[src/rtl/uart_tx_if.sv]
// UART transmitter host-side bundle.
// Host drives the request, the transmitter drives the line and busy flag.
interface uart_tx_if;
    logic       tx_start;
    logic [7:0] tx_data;
    logic       tx;
    logic       tx_busy;

    modport master (
        output tx_start,
        output tx_data,
        input  tx,
        input  tx_busy
    );

    modport slave (
        input  tx_start,
        input  tx_data,
        output tx,
        output tx_busy
    );
endinterface

[src/rtl/uart_tx.sv]
// UART transmitter: start, 8 data bits LSB first, optional parity, 1-2 stop.
// Bit timing from an internal baud counter; all outputs registered.
module uart_tx #(
    parameter int CLKS_PER_BIT = 16,
    parameter int PARITY       = 0,
    parameter int STOP_BITS    = 1
) (
    input  logic      clk,
    input  logic      rst,
    uart_tx_if.slave  bus
);

    typedef enum logic [2:0] {
        S_IDLE,
        S_START,
        S_DATA,
        S_PAR,
        S_STOP
    } state_t;

    localparam logic [15:0] CNT_MAX   = 16'(CLKS_PER_BIT - 1);
    localparam logic        STOP_LAST = 1'(STOP_BITS - 1);
    localparam logic        HAS_PAR   = (PARITY != 0);
    localparam logic        ODD_PAR   = (PARITY == 2);

    state_t      state;
    logic [15:0] cnt;
    logic [2:0]  idx;
    logic [7:0]  shreg;
    logic        stop_cnt;
    logic        tx_q;
    logic        busy_q;
    logic        par_bit;

    assign par_bit    = (^shreg) ^ ODD_PAR;
    assign bus.tx      = tx_q;
    assign bus.tx_busy = busy_q;

    // Frame sequencer: advances one serial bit per baud terminal count.
    always_ff @(posedge clk or posedge rst) begin
        if (rst) begin
            state    <= S_IDLE;
            cnt      <= '0;
            idx      <= '0;
            shreg    <= '0;
            stop_cnt <= 1'b0;
            tx_q     <= 1'b1;
            busy_q   <= 1'b0;
        end else if (state == S_IDLE) begin
            tx_q   <= 1'b1;
            busy_q <= 1'b0;
            cnt    <= '0;
            if (bus.tx_start) begin
                shreg  <= bus.tx_data;
                tx_q   <= 1'b0;
                busy_q <= 1'b1;
                state  <= S_START;
            end
        end else if (cnt != CNT_MAX) begin
            cnt <= cnt + 16'd1;
        end else begin
            cnt <= '0;
            unique case (state)
                S_START: begin
                    state <= S_DATA;
                    idx   <= '0;
                    tx_q  <= shreg[0];
                end
                S_DATA: begin
                    if (idx == 3'd7) begin
                        if (HAS_PAR) begin
                            state <= S_PAR;
                            tx_q  <= par_bit;
                        end else begin
                            state    <= S_STOP;
                            stop_cnt <= 1'b0;
                            tx_q     <= 1'b1;
                        end
                    end else begin
                        idx  <= idx + 3'd1;
                        tx_q <= shreg[idx + 3'd1];
                    end
                end
                S_PAR: begin
                    state    <= S_STOP;
                    stop_cnt <= 1'b0;
                    tx_q     <= 1'b1;
                end
                S_STOP: begin
                    tx_q <= 1'b1;
                    if (stop_cnt == STOP_LAST) begin
                        state  <= S_IDLE;
                        busy_q <= 1'b0;
                    end else begin
                        stop_cnt <= stop_cnt + 1'b1;
                    end
                end
                default: begin
                    state  <= S_IDLE;
                    tx_q   <= 1'b1;
                    busy_q <= 1'b0;
                end
            endcase
        end
    end

endmodule

[src/flat_wrapper.sv]
// flat-port wrapper written by rule: the top's interface ports become plain ports
module uart_tx_flat 
#(
    parameter int CLKS_PER_BIT = 16,
    parameter int PARITY       = 0,
    parameter int STOP_BITS    = 1
)
  (clk, rst, bus_tx_start, bus_tx_data, bus_tx, bus_tx_busy);
  uart_tx_if bus_i ();
  input  logic clk;
  input  logic rst;
  input wire logic [$bits(bus_i.tx_start)-1:0] bus_tx_start;
  input wire logic [$bits(bus_i.tx_data)-1:0] bus_tx_data;
  output wire logic [$bits(bus_i.tx)-1:0] bus_tx;
  output wire logic [$bits(bus_i.tx_busy)-1:0] bus_tx_busy;
  assign bus_i.tx_start = bus_tx_start;
  assign bus_i.tx_data = bus_tx_data;
  assign bus_tx = bus_i.tx;
  assign bus_tx_busy = bus_i.tx_busy;
  uart_tx #(.CLKS_PER_BIT(CLKS_PER_BIT), .PARITY(PARITY), .STOP_BITS(STOP_BITS)) u_core (.clk(clk), .rst(rst), .bus(bus_i));
endmodule
[config.mk]
export PLATFORM = sky130hd
export DESIGN_NAME = uart_tx_flat
export DESIGN_NICKNAME = d
export VERILOG_FILES = /design/src/rtl/uart_tx_if.sv /design/src/rtl/uart_tx.sv /design/src/flat_wrapper.sv
export SDC_FILE = /design/constraint.sdc
export NUM_CORES = 1
export LEC_CHECK = 0
export BUFFER_PORTS_ARGS = -buffer_cell sky130_fd_sc_hd__clkbuf_2
export CORE_MARGIN = 1.5
export CORE_UTILIZATION = 54
export DETAILED_ROUTE_END_ITERATION = 8
export MAX_ROUTING_LAYER = met4
export PLACE_DENSITY = 0.73
export SLEW_MARGIN = 20
export SYNTH_ARGS = -nofsm -noshare
export SYNTH_HDL_FRONTEND = slang
export SYNTH_SLANG_ARGS = --single-unit
[constraint.sdc]
create_clock -name clk -period 4.9 [get_ports clk]
set_input_delay 1.47 -clock clk [delete_from_list [all_inputs] [get_ports clk]]
set_output_delay 1.47 -clock clk [all_outputs]
set_load 0.05 [all_outputs]
==> impl_metrics.json, run 1 <==
{
  "totalWireLength_um": 2810,
  "crit_buf_inv": 1,
  "path_clk_slew_ns": 0.08,
  "die-area_sq_um": 3360,
  "fin_crit_ns": 2.58,
  "die_x_um": 57.9,
  "synth_area_leader_cell": "dfrtp_1",
  "cp.depth": 1,
  "grt_max_degree": 22,
  "max_stage_delay_ns": 0.53,
  "max_freq_mhz": 388,
  "yosysUniqueCellTypes": 38,
  "min_path_type": "reg2reg",
  "clock_sinks": 32,
  "hold_viol": 0,
  "rsz0062_at_grt": "false",
  "syn_inst": 144,
  "cts_setup_buffers": 0,
  "slew_violations": 0,
  "drtIter0Drc": 41,
  "syn_area_sq_um": 1630,
  "fillers": 220,
  "nNetsFinal": 174,
  "final_layout_size_suffix_gt1_frac": 0.248,
  "ant_nets": 0,
  "clk_latency_ns": 0.33,
  "clock_path_buffers": 2,
  "ctsResizeCount": 0,
  "cp.required_ns": 3.43,
  "worst_pin_slew_ns": 0.542,
  "ctsHoldBuffers": 0,
  "met2RoutedLength_um": 1300,
  "clockRootBuffer": "clkbuf_4",
  "final_common_cell": "dfrtp_1",
  "grt_first_pass_wirelength_um": 4930,
  "slowest_stage": "dfstp_2",
  "cp-start-kind": "flop",
  "status": "complete, no violations",
  "first_pass_iters": 6,
  "cts_tree": "built",
  "vias": 1117,
  "finalSetupViolations": 0,
  "dp_hpwl_um": 2130,
  "critPathMaxFanout": 2,
  "cts_buffers": 5,
  "netlist.area_leader.share": 0.476,
  "endpoint": "bus_tx",
  "layout_setup_ws_ns": 2.32,
  "syn_area_per_cell_sq_um": 11.3,
  "pin_count": 13,
  "worstPathArrival_ns": 1.11,
  "crit_type": "reg2out",
  "synth_area_leaders": "dfrtp_1 (48%), mux2_2 (6.2%), nor2_1 (3.7%), xor2_1 (3.2%), mux2i_1 (3.1%)",
  "highest_layer": "met4",
  "postSynth.asyncResetShare": 1.00,
  "worst_path_dominant_cell_family": "flip-flops",
  "power_density_nw_per_um2": 455,
  "placement.io_buffers": 12,
  "antenna_found_initial": 0,
  "relSlewSlack": 0.638,
  "path_cells": "clkbuf_2",
  "r2r_setup_slack_ns": 2.79,
  "pre_cts_ws_ns": 2.53,
  "start_util": 0.581,
  "n_antenna_cell": 0,
  "grt_pass1_vias": 1026,
  "grt.total_usage": 0.204,
  "die_h_um": 57.9,
  "period_share": 0.527,
  "drc": 0,
  "r2r_end": "u_core.bus.tx",
  "routedWlPerCell_um": 14.6,
  "ys_ff_latch": 32,
  "syn_nets": 158,
  "fin_skew_ns": 0.0156,
  "tns_ns": 0,
  "yosysSeqAreaShare": 0.492,
  "grt_overflow": 0,
  "final_core_util": 0.628,
  "p_leak_uw": 0.000809,
  "crit-reg2reg-launch": "u_core.cnt[0]",
  "synth_flop_cell": "dfrtp_1",
  "coreArea_sq_um": 2810,
  "dr_wl_met3_um": 78,
  "cap_viol_max_count": 0,
  "yosys_warnings": 0,
  "htree_levels": 2,
  "critPathLaunch": "u_core.bus.tx",
  "area_delta_synth_final_pct": 8.13,
  "hold_depth": 1,
  "cp-end-kind": "primary output",
  "irDropWorstVdd_uv": 260,
  "drt-vias-per-instance": 5.82,
  "m1WireLength_um": 1420,
  "rows": 19,
  "layout_common_cells": "dfrtp_1 (31), nor2_1 (16), clkbuf_2 (12), nand2_1 (11), mux2_2 (9)",
  "place.gp.congestion": 0.887,
  "synth_edf_count": 0,
  "r2r_cells": 5
}
[logic make-up after synthesis]
group / share of synthesized area
xor gates and xnor gates: 0.0537
and+or+nand+nor: 0.218
muxes: 0.130
buffers and inverters: 0.0276
AOI/OAI and AO/OA: 0.0560
adders and majority gates: 0.0230
DFF: 0.492
[sequential cells by signal (all words and copies together), names as in the netlist]
register / count
u_core.bus.tx: 1
u_core.bus.tx_busy: 1
u_core.cnt: 16
u_core.idx: 3
u_core.shreg: 8
u_core.state: 3
[layer usage]
layer | vias up | global-route usage
met5 | - | -
met4 | 0 | 0.0498
met3 | 3 | 0.0536
met2 | 13 | 0.286
met1 | 552 | 0.299
li1 | 549 | -
[power breakdown]
group | switching, uW | leakage (uW) | internal [uW]
combinational | 131 | 0.000369 | 122
sequential | 66.6 | 0.000413 | 340
clock | 84.3 | 0.0000265 | 57.2
total | 282 | 0.000809 | 520
[worst register-to-register path, cell delays in order, from the launching register on]
cell and delay, ns:
dfrtp_1 0.39, ha_1 0.21, nand3_1 0.26, nand4b_4 0.33, nand2_1 0.46, mux2_2 0.40
[synth_stat cells (all sizes together) (4+ instances only)]
master,number
inv,6
a21oi,4
mux2i,5
xor2,6
or3,4
xnor2,4
dfrtp,31
nand3,4
nor2,17
nor4,4
o21ai,5
mux2,10
nand2,11
[through the flow]
| stage | area [sq um] | hold WS, ns | instances | power (uW) |
|---|---|---|---|---|
| floorplan | 1630 | 0.448 | 144 | 611 |
| CTS | 1760 | 0.496 | 192 | 807 |
| detailed placement | 1710 | 0.483 | 184 | 667 |
| global placement | 1710 | 0.476 | 184 | 650 |
| finish | 1760 | 0.486 | 192 | 802 |
| global route | 1760 | 0.538 | 192 | 862 |
[how the worst min path moves through the flow]
| stage | endpoint | start |
|---|---|---|
| floorplan | u_core.cnt[0] | u_core.cnt[0] |
| global placement | u_core.cnt[0] | u_core.cnt[0] |
| detailed placement | u_core.cnt[0] | u_core.cnt[0] |
| CTS | u_core.cnt[0] | u_core.cnt[0] |
| global route | u_core.cnt[0] | u_core.cnt[0] |
| finish | u_core.cnt[0] | u_core.cnt[0] |
[area by class of cell]
class	instances	area [sq um]	share of cell area
Sequential cell	32	802	0.455
Multi-Input combinational cell	102	783	0.444
Timing Repair Buffer	13	67.6	0.0383
Clock buffer	8	48.8	0.0277
Tap cell	31	38.8	0.0220
Inverter	6	22.5	0.0128
No activity file was read; power rests on OpenSTA's default activity.
==> run 2, diff against run 1 <==
==> constraint.sdc (replaced) <==
create_clock -name clk -period 2.5 [get_ports clk]
set_input_delay 0.75 -clock clk [delete_from_list [all_inputs] [get_ports clk]]
set_output_delay 0.75 -clock clk [all_outputs]
set_load 0.05 [all_outputs]
==> impl_metrics.json, run 2 (synthesis results as in run 1) <==
{
  "dr_wl_met3_um": 90,
  "max_freq_mhz": 497,
  "fin_crit_ns": 2.01,
  "rsz0062_at_grt": "false",
  "dp_hpwl_um": 2110,
  "place.gp.congestion": 0.836,
  "first_pass_iters": 6,
  "top_regs": "u_core.cnt x16, u_core.shreg x8",
  "ctsResizeCount": 0,
  "status": "complete, no violations",
  "met2RoutedLength_um": 1350,
  "drtIter0Drc": 21,
  "layout_setup_ws_ns": 0.490,
  "drc": 0,
  "grt_first_pass_wirelength_um": 4810,
  "power_density_nw_per_um2": 943,
  "cp-start-kind": "flop",
  "grt.total_usage": 0.200,
  "placement.io_buffers": 12,
  "layout_common_cells": "dfrtp_1 (31), nor2_1 (16), clkbuf_2 (12), nand2_1 (11), mux2_2 (9)",
  "die_h_um": 57.9,
  "slew_violations": 0,
  "regMostFlops": "u_core.cnt",
  "coreArea_sq_um": 2810,
  "slowest_stage": "or3_4",
  "path_clk_slew_ns": 0.11,
  "clock_sinks": 32,
  "grt_pass1_vias": 1073,
  "die-area_sq_um": 3360,
  "r2r_setup_slack_ns": 0.49,
  "tns_ns": 0,
  "grt_max_degree": 33,
  "pre_cts_ws_ns": 0.514,
  "routedWlPerCell_um": 14.9,
  "cp.required_ns": 2.73,
  "rows": 19,
  "antenna_found_initial": 0,
  "worst_pin_slew_ns": 0.396,
  "vias": 1117,
  "r2r_end": "u_core.idx[0]",
  "final_layout_size_suffix_gt1_frac": 0.265,
  "period_share": 0.804,
  "m1WireLength_um": 1370,
  "clockRootBuffer": "clkbuf_4",
  "cts_buffers": 5,
  "largest_reg_flops": 16,
  "worstPathArrival_ns": 2.24,
  "area_delta_synth_final_pct": 10.3,
  "grt_overflow": 0,
  "endpoint": "u_core.idx[0]",
  "holdWs_ns": 0.465,
  "clock_path_buffers": 2,
  "critPathLaunch": "u_core.cnt[0]",
  "cap_viol_max_count": 0,
  "n_antenna_cell": 0,
  "r2r_cells": 5,
  "p_leak_uw": 0.000830,
  "relSlewSlack": 0.734,
  "pin_count": 13,
  "min_path_type": "in2async",
  "ant_nets": 0,
  "ctsHoldBuffers": 0,
  "critPathMaxFanout": 9,
  "final_common_cell": "dfrtp_1",
  "start_util": 0.581,
  "crit-reg2reg-launch": "u_core.cnt[0]",
  "path_cells": "ha_1, nand3_1, nand4b_4, or3_4, mux2_4",
  "irDropWorstVdd_uv": 633,
  "fin_skew_ns": 0.0179,
  "die_x_um": 57.9,
  "htree_levels": 2,
  "cp-end-kind": "flop",
  "totalWireLength_um": 2880,
  "cts_setup_buffers": 0,
  "nNetsFinal": 175,
  "cts_tree": "built",
  "finalSetupViolations": 0,
  "highest_layer": "met4",
  "max_stage_delay_ns": 0.44,
  "crit_type": "reg2reg",
  "hold_viol": 0,
  "clk_latency_ns": 0.33,
  "drt-vias-per-instance": 5.79
}
[run 2: per-layer routing]
metal	vias up	GRT usage
li1	548	-
met1	538	0.264
met2	24	0.291
met3	7	0.0469
met4	0	0.0997
met5	-	-
[run 2: critical path: cells and delay by family (launching register included)]
kind,cells,cell delay [ns]
simple gates,3,0.98
fa+ha+maj,1,0.22
mux,1,0.30
flops,1,0.41
[run 2: metrics by stage]
step	std cells	total power (uW)	util	area, sq um
2_1_floorplan	144	1200	-	1630
5_1_grt	193	1790	0.641	1800
4_1_cts	193	1710	0.641	1800
3_3_place_gp	185	1280	0.614	1720
6_report	193	1700	0.641	1800
3_5_place_dp	185	1320	0.614	1720
[run 2: worst min-delay path by stage]
stage,to,startpoint,slack [ns]
CTS,u_core.cnt[7],rst,0.47
detailed placement,u_core.cnt[0],u_core.cnt[0],0.49
finish,u_core.cnt[1],rst,0.46
global placement,u_core.cnt[0],u_core.cnt[0],0.46
global route,u_core.cnt[7],rst,0.49
floorplan,u_core.cnt[0],u_core.cnt[0],0.45
[run 2: final cells by class]
cell class,instances,area [sq um]
clock buffer,6,41.3
inverter,6,22.5
multi-input combinational,102,783
timing repair buffer,14,75.1
fill,225,1010
clock inverter,2,35.0
sequential,32,802
tap,31,38.8
[run 2: report_power, final]
| group | total (uW) | internal (uW) | switching (uW) |
|---|---|---|---|
| clock | 385 | 210 | 175 |
| combinational | 508 | 248 | 260 |
| sequential | 803 | 667 | 136 |
==> run 3, diff against run 2 <==
==> constraint.sdc (replaced) <==
create_clock -name clk -period 1.98 [get_ports clk]
set_input_delay 0.594 -clock clk [delete_from_list [all_inputs] [get_ports clk]]
set_output_delay 0.594 -clock clk [all_outputs]
set_load 0.05 [all_outputs]
==> impl_metrics.json, run 3 (synthesis results as in run 1) <==
{
  "grt.total_usage": 0.220,
  "p_clk_frac": 0.230,
  "vias": 1106,
  "max_stage_delay_ns": 0.47,
  "htree_levels": 2,
  "regMostFlops": "u_core.cnt",
  "irDropWorstVdd_uv": 842,
  "p_int_uw": 1430,
  "placement.io_buffers": 12,
  "worst_pin_slew_ns": 0.397,
  "clock_path_buffers": 2,
  "slowest_stage": "dfrtp_1",
  "place.gp.congestion": 0.811,
  "ant_nets": 0,
  "clock_sinks": 32,
  "worstPathArrival_ns": 2.21,
  "final_layout_size_suffix_gt1_frac": 0.280,
  "hold_viol": 0,
  "rows": 19,
  "layout_common_cells": "dfrtp_1 (31), nor2_1 (16), clkbuf_2 (12), nand2_1 (11), mux2_2 (9)",
  "fin_crit_ns": 1.92,
  "power_density_nw_per_um2": 1180,
  "rsz0062_at_grt": "false",
  "fillers": 236,
  "cts_buffers": 5,
  "cap_viol_max_count": 0,
  "top_regs": "u_core.cnt x16, u_core.shreg x8",
  "path_clk_slew_ns": 0.11,
  "pin_count": 13,
  "cts_setup_buffers": 0,
  "cp-start-kind": "flop",
  "relSlewSlack": 0.733,
  "cp.required_ns": 2.27,
  "start_util": 0.581,
  "drc": 0,
  "die_x_um": 57.9,
  "n_antenna_cell": 0,
  "first_pass_iters": 6,
  "routedWlPerCell_um": 15.4,
  "min_path_type": "in2async",
  "grt_pass1_vias": 1153,
  "status": "complete, no violations",
  "comb_power_share": 0.297,
  "die_h_um": 57.9,
  "finalPower_uw": 2150,
  "cts_tree": "built",
  "coreArea_sq_um": 2810,
  "critPathMaxFanout": 4,
  "crit_type": "reg2reg",
  "drt-vias-per-instance": 5.67,
  "path_cells": "ha_4, ha_1, mux4_2, mux2i_1, a22oi_1, mux2_2",
  "p_leak_uw": 0.000835,
  "drtIter0Drc": 40,
  "sw_frac_of_total": 0.336,
  "grt_max_degree": 33,
  "tns_ns": 0,
  "largest_reg_flops": 16,
  "seq_power_share": 0.474,
  "die-area_sq_um": 3360,
  "grt_first_pass_wirelength_um": 5290,
  "r2r_cells": 6,
  "finalSetupViolations": 0,
  "totalWireLength_um": 3000,
  "area_delta_synth_final_pct": 12.0,
  "clockRootBuffer": "clkbuf_4",
  "final_common_cell": "dfrtp_1",
  "ctsHoldBuffers": 0,
  "slew_violations": 0,
  "nNetsFinal": 177,
  "grt_overflow": 0,
  "fin_skew_ns": 0.0144,
  "antenna_found_initial": 0,
  "max_freq_mhz": 520,
  "dp_hpwl_um": 2110,
  "switching_power_uw": 722,
  "clk_latency_ns": 0.35,
  "period_share": 0.971,
  "cp-end-kind": "flop"
}
[run 3: layout make-up]
cell class	instances	area (sq um)	share of cell area
flip-flops and latches	32	802	0.439
multi-input cells	102	796	0.436
repair buffers	16	90.1	0.0493
clock buffers	6	41.3	0.0226
well taps	31	38.8	0.0212
clock inverters	2	35.0	0.0192
inverters	6	22.5	0.0123
[run 3: per-stage QoR]
step,hold WS (ns),utilization,setup WS (ns),cell area (sq um),instances
after CTS,0.289,0.646,0.0340,1810,195
after global routing,0.314,0.651,0.00247,1830,195
after floorplan,0.448,-,0.160,1630,144
final,0.291,0.651,0.0577,1830,195
after global placement,0.471,0.619,0.127,1740,187
after detailed placement,0.489,0.619,0.0701,1740,187
[run 3: worst paths after layout]
kind,from,end,slack [ns]
max,u_core.idx[0],u_core.bus.tx,0.06
min,rst,u_core.cnt[6],0.29
max reg2reg,u_core.idx[0],u_core.bus.tx,0.06
min reg2reg,u_core.cnt[0],u_core.cnt[0],0.50
max in group asynchronous,rst,u_core.bus.tx,1.37
min in group clk,bus_tx_data[0],u_core.shreg[0],0.48
[run 3: timing repair]
item | 4_1_cts | 5_1_grt
resized for setup | 0 | 1
endpoints found under the setup margin | 0 | 2
endpoints found under the hold margin | 0 | 0
[run 3: routing by layer]
metal	GRT usage	share of wire
met5	-	0
met4	0.0930	0.029
met3	0.0781	0.032
met2	0.321	0.47
met1	0.277	0.47
[run 3: worst max-delay path: cells and delay by family, from the launching register on]
family	cells	cell delay, ns
adders and majority gates	2	0.54
muxes	3	0.75
DFF	1	0.47
AOI/OAI and AO/OA	1	0.10
[run 3: power by group through the flow]
stage | combinational (uW) | clock (uW) | sequential (uW)
global placement | 614 | 0 | 1010
CTS | 641 | 508 | 1020
floorplan | 487 | 0 | 1030
detailed placement | 636 | 0 | 1030
finish | 637 | 493 | 1020
global route | 708 | 528 | 1040
